$ cat src/rtl/imem_boot_loader.sv
// Boot loader: assembles a big-endian byte stream (4-byte word count header, then payload words)
// into 32-bit words, writes them to instruction memory, and releases the core once loaded.
module imem_boot_loader #(
  parameter logic [31:0] BASE_ADDR = 32'h0000_0000,
  parameter int unsigned MAX_WORDS = 1024
) (
  input  logic        clk,
  input  logic        reset,
  input  logic        byte_valid_i,
  input  logic [7:0]  byte_data_i,
  output logic        byte_ready_o,
  output logic        wr_en_imem_o,
  output logic [31:0] wr_addr_imem_o,
  output logic [31:0] wr_instr_imem_o,
  output logic        cpu_run_o,
  output logic        done_o,
  output logic        error_o,
  output logic [15:0] words_loaded_o
);

  typedef enum logic [2:0] {
    S_HDR   = 3'd0,
    S_DATA  = 3'd1,
    S_WRITE = 3'd2,
    S_DONE  = 3'd3,
    S_ERR   = 3'd4
  } state_t;

  state_t      r_state;
  state_t      w_state_next;
  logic [1:0]  r_idx;
  logic [23:0] r_shift;
  logic [15:0] r_n;
  logic [15:0] r_cnt;
  logic [31:0] r_addr;
  logic [31:0] r_instr;

  logic        w_xfer;
  logic        w_last_byte;
  logic        w_assemble;
  logic [31:0] w_word;
  logic [15:0] w_cnt_inc;
  logic        w_hdr_too_big;

  // Only the low three bytes of history are kept; the fourth comes straight from the input.
  assign w_word        = {r_shift, byte_data_i};
  assign w_xfer        = byte_valid_i & byte_ready_o;
  assign w_last_byte   = w_xfer && (r_idx == 2'd3);
  assign w_assemble    = w_xfer && ((r_state == S_HDR) || (r_state == S_DATA));
  assign w_cnt_inc     = r_cnt + 16'd1;
  assign w_hdr_too_big = w_word > 32'(MAX_WORDS);

  // State register
  always_ff @(posedge clk) begin
    if (!reset) begin
      r_state <= S_HDR;
    end else begin
      r_state <= w_state_next;
    end
  end

  // Next-state decode
  always_comb begin
    w_state_next = r_state;
    case (r_state)
      S_HDR: begin
        if (w_last_byte) begin
          if (w_hdr_too_big) begin
            w_state_next = S_ERR;
          end else if (w_word == 32'd0) begin
            w_state_next = S_DONE;
          end else begin
            w_state_next = S_DATA;
          end
        end else begin
          w_state_next = S_HDR;
        end
      end
      S_DATA: begin
        if (w_last_byte) begin
          w_state_next = S_WRITE;
        end else begin
          w_state_next = S_DATA;
        end
      end
      S_WRITE: begin
        if (w_cnt_inc == r_n) begin
          w_state_next = S_DONE;
        end else begin
          w_state_next = S_DATA;
        end
      end
      S_DONE:  w_state_next = S_DONE;
      S_ERR:   w_state_next = S_ERR;
      default: w_state_next = S_HDR;
    endcase
  end

  // Byte assembly, header capture, write-port registers and word counter
  always_ff @(posedge clk) begin
    if (!reset) begin
      r_idx   <= 2'd0;
      r_shift <= 24'd0;
      r_n     <= 16'd0;
      r_cnt   <= 16'd0;
      r_addr  <= 32'd0;
      r_instr <= 32'd0;
    end else begin
      if (w_assemble) begin
        r_shift <= w_word[23:0];
        r_idx   <= r_idx + 2'd1;
      end
      if ((r_state == S_HDR) && w_last_byte) begin
        r_n <= w_word[15:0];
      end
      if ((r_state == S_DATA) && w_last_byte) begin
        r_instr <= w_word;
        r_addr  <= BASE_ADDR + {14'd0, r_cnt, 2'b00};
      end
      if (r_state == S_WRITE) begin
        r_cnt <= w_cnt_inc;
      end
    end
  end

  assign byte_ready_o    = (r_state == S_HDR) || (r_state == S_DATA) || (r_state == S_ERR);
  assign wr_en_imem_o    = (r_state == S_WRITE);
  assign wr_addr_imem_o  = r_addr;
  assign wr_instr_imem_o = r_instr;
  assign cpu_run_o       = (r_state == S_DONE);
  assign done_o          = (r_state == S_DONE);
  assign error_o         = (r_state == S_ERR);
  assign words_loaded_o  = r_cnt;

endmodule

$ cat config.mk
export PLATFORM = sky130hd
export DESIGN_NAME = imem_boot_loader
export DESIGN_NICKNAME = d
export VERILOG_FILES = /design/src/rtl/imem_boot_loader.sv
export SDC_FILE = /design/constraint.sdc
export NUM_CORES = 1
export LEC_CHECK = 0
export ABC_AREA = 1
export BUFFER_PORTS_ARGS = -buffer_cell sky130_fd_sc_hd__buf_2
export CORE_MARGIN = 1.5
export CORE_UTILIZATION = 25
export DETAILED_ROUTE_END_ITERATION = 12
export PLACE_DENSITY = 0.51
export SLEW_MARGIN = 0
export SYNTH_ARGS = -nofsm -noshare
export SYNTH_HDL_FRONTEND = slang
export SYNTH_SLANG_ARGS = --single-unit
export TNS_END_PERCENT = 100
$ cat constraint.sdc
create_clock -name clk -period 4.25 [get_ports clk]
set_clock_uncertainty 0.2 [all_clocks]
set_input_delay 0.425 -clock clk [delete_from_list [all_inputs] [get_ports clk]]
set_output_delay 0.425 -clock clk [all_outputs]
set_load 0.02 [all_outputs]
==> metrics.md <==
| Metric | Value |
|---|---|
| Status | `finished clean` |
| Met1 wire length | `6420 microns` |
| TritonRoute pass-1 iters | `4` |
| Worst path cell trace | `ha_1 > nand2_1 > inv_1 > nand3_4 > buf_4 > o21ai_0 > a21oi_1` |
| Max IR drop VDD | `approximately 0.18 mV` |
| Slew Viols, Final | `0` |
| Sequential cell area fraction in the yosys report | `44.56%` |
| Routed len/inst | `approximately 12 microns` |
| Final hold slack | `0.1749 ns` |
| H-tree levels | `3` |
| Highest Signal Layer | `met4` |
| Finished Layout Cells | `1,017` |
| Half-perimeter wire length after placement | `8874 microns` |
| Power per standard cell area | `354.0 nW/um^2` |
| Distinct cells, synth | `32` |
| Minimum clock period | `2.244 ns` |
| DP Cell Count | `~1,000` |
| Top delay family on crit path | `buffers and inverters` |
| RR Startpoint | `r_idx[0]$_SDFFE_PN0P_` |
| Setup repair after global routing missed its margin | `no` |
| Worst EP required | `4.29 ns` |
| Syn Area/Cell | `between 7 and 8 sq um` |
| Largest stage delay, worst path | `~0.48 ns` |
| Antenna violations before repair | `0` |
| Synthesis Warnings | `0` |
| HP Class | `input pin to flop` |
| Synth top area share | `44.56%` |
| Drt via density | `4.186` |
| Drt first-iter violations | `286` |
| Clk root buf | `clkbuf_16` |
| CP Max Fanout | `64` |
| Worst path depth | `7` |
| Worst Setup End Kind | `flop` |
| TritonCTS clock tree | `yes` |
| Cts repair resizes | `0` |
| Reg2reg setup slack | `roughly 2 ns` |
| CTS Hold Bufs | `0` |
| Sinks on Clock Net | `~110` |
| GP Congestion | `0.8261` |
| Nets | `760` |
| Final Cycle Share | `roughly 53%` |
| Setup_tns | `0 ns` |
| Setup bufs post-CTS | `0` |
| CP arrival | `2.28 ns` |
| Primary FF master, synth | `dfxtp_1` |
| Metal3 WL | `between 400 and 500 microns` |
| Final WL | `approximately 12,000 microns` |
| R2r endpoint | `wr_instr_imem_o[20]$_SDFFE_PN0P_` |
| Vias in the first global route | `around 3,700` |
| Buf/Inv on CP | `2` |
| # diodes | `0` |
| Mapped Cells | `685` |
| # setup viols final | `0` |
| Synth Register Bits | `109` |
| Fmax | `0.4455 GHz` |
| Clock buffer depth | `2` |
| CTS clk-pin slew, worst paths | `0.08 ns` |
| Worst-margin pin slew | `0.8178 ns` |
| Met2 wire length | `5353 microns` |
| Die ar. | `approximately 20,000 sq um` |
| Worst setup endpoint | `wr_instr_imem_o[20]$_SDFFE_PN0P_` |
| Startpoint Class | `flop` |
| Layout cells sized above 1 | `17.02%` |
| Die height | `143.0 microns` |
| DP Worst Slack | `1.963 ns` |
| Async SR Flop Fraction | `0%` |
| Hold Vio Cnt, Final | `0` |
| IO buf count | `a little under 80` |
| Starting density of the core | `about 25%` |
| Area delta synth->final | `17.99%` |
| Crit path from | `r_idx[0]$_SDFFE_PN0P_` |
| CP Class | `flop to flop` |
| Core area | `19,330 sq um` |
| GRT Overall Usage | `12.37%` |
| Post-Syn Area | `4897 sq um` |
| Design Power | `2.045 mW` |
| DRC | `0` |
| Top-count cell post-synth | `dfxtp_1` |
| Top cells by area, synth | `dfxtp_1 (45%), o21ai_0 (11%), inv_1 (8.1%), a21oi_1 (8.0%), nand2_1 (6.0%)` |
| Pin count of the biggest net entering global routing | `65` |
| Remaining Overflow, GRT | `0` |
| Ports | `96` |
| Via count | `4,257` |
| Slew headroom | `a little under half` |
| CTS Buf Count | `9` |
| Crit-path slowest cell | `nand3_4` |
| Worst-Skew Late Latency | `between 0.3 and 0.4 ns` |
| Rows | `51` |
| First-pass GRT wire length | `roughly 20,000 microns` |
| Final worst slack | `2.006 ns` |
| Post-synth EDFFs | `0` |
| Max Cap Viol | `0` |
| List of most frequent post-synthesis cells | `dfxtp_1 (109), inv_1 (106), o21ai_0 (103)` |
| Chip width | `143.0 microns` |
| Reg2Reg Depth | `7` |
| Post-route ant nets | `0` |
| Area leader, netlist | `dfxtp_1` |
| Leakage | `about 2.5 nW` |
[worst min path at each step]
stage / to / slack, ns / depth (start not counted) / startpoint
floorplan: r_n[0]$_SDFFE_PN0P_ / 0.24 / 2 / r_n[0]$_SDFFE_PN0P_
global placement: wr_instr_imem_o[0]$_SDFFE_PN0P_ / 0.23 / 2 / wr_instr_imem_o[0]$_SDFFE_PN0P_
detailed placement: wr_addr_imem_o[2]$_SDFFE_PN0P_ / 0.23 / 2 / wr_addr_imem_o[2]$_SDFFE_PN0P_
CTS: r_n[6]$_SDFFE_PN0P_ / 0.16 / 3 / byte_data_i[6]
global route: r_n[6]$_SDFFE_PN0P_ / 0.19 / 3 / byte_data_i[6]
finish: r_n[6]$_SDFFE_PN0P_ / 0.17 / 3 / byte_data_i[6]
[power by group]
| group | switching [mW] | internal [mW] |
|---|---|---|
| Combinational | 0.0858 | 0.0367 |
| Clock | 0.412 | 0.444 |
| Sequential | 0.0226 | 1.04 |
| Total | 0.520 | 1.52 |
[layout make-up]
| class | count | area [sq um] |
|---|---|---|
| Sequential cell | 109 | 2182 |
| Clock buffer | 11 | 252.7 |
| Tap cell | 265 | 331.6 |
| Multi-Input combinational cell | 435 | 2125 |
| Fill cell | 2118 | 13560 |
| Clock inverter | 5 | 48.80 |
| Timing Repair Buffer | 84 | 432.9 |
| Inverter | 108 | 405.4 |
[metrics by stage]
step	cell area, sq um	utilization, %
finish	5778	29.88
global route	5778	29.88
global placement	5477	28.32
floorplan	4954	-
CTS	5778	29.88
detailed placement	5477	28.32
[registers in the layout, summed over array words and instances (netlist names)]
| signal | flops |
|---|---|
| r_shift | 24 |
| r_idx | 2 |
| wr_addr_imem_o | 16 |
| r_n | 16 |
| wr_instr_imem_o | 32 |
| r_state | 3 |
| words_loaded_o | 16 |
[metal layers]
| layer | track usage [%] | vias to the layer above |
|---|---|---|
| li1 | - | 2286 |
| met1 | 17.64 | 1893 |
| met2 | 18.56 | 69 |
| met3 | 2.515 | 9 |
| met4 | 3.961 | 0 |
| met5 | 0 | - |
[layout by cell type, fill, tap and decap left out, types with 4 or more instances in the layout]
master	synthesis	layout
dfxtp_1	109	109
inv_1	106	106
o21ai_0	103	103
buf_2	0	79
nand2_1	78	78
a21oi_1	78	78
nor2_1	76	76
nand3_1	37	36
conb_1	1	16
nand2_2	11	11
clkbuf_16	0	9
nor2_4	6	6
nor2_2	5	5
buf_4	17	5
nand4_1	4	4
o211ai_1	4	4
[cell families (layout without fill, tap and decap cells)]
family                     count (synthesis)  after routing  synth area share, %
AOI/OAI and AO/OA                        189            189                19.75
xor gates and xnor gates                   3              3               0.8431
other                                      1             16              0.07657
and+or+nand+nor                          225            225                20.80
adders and majority gates                  2              2               0.5109
buffers and inverters                    156            208                13.46
DFF                                      109            109                44.56
[tightest hold or removal path, cell delays in order]
cell and delay [ns]:
buf_2 0.13, nor2_1 0.06, nor2_1 0.09
Power figures use the tool's default switching activity.
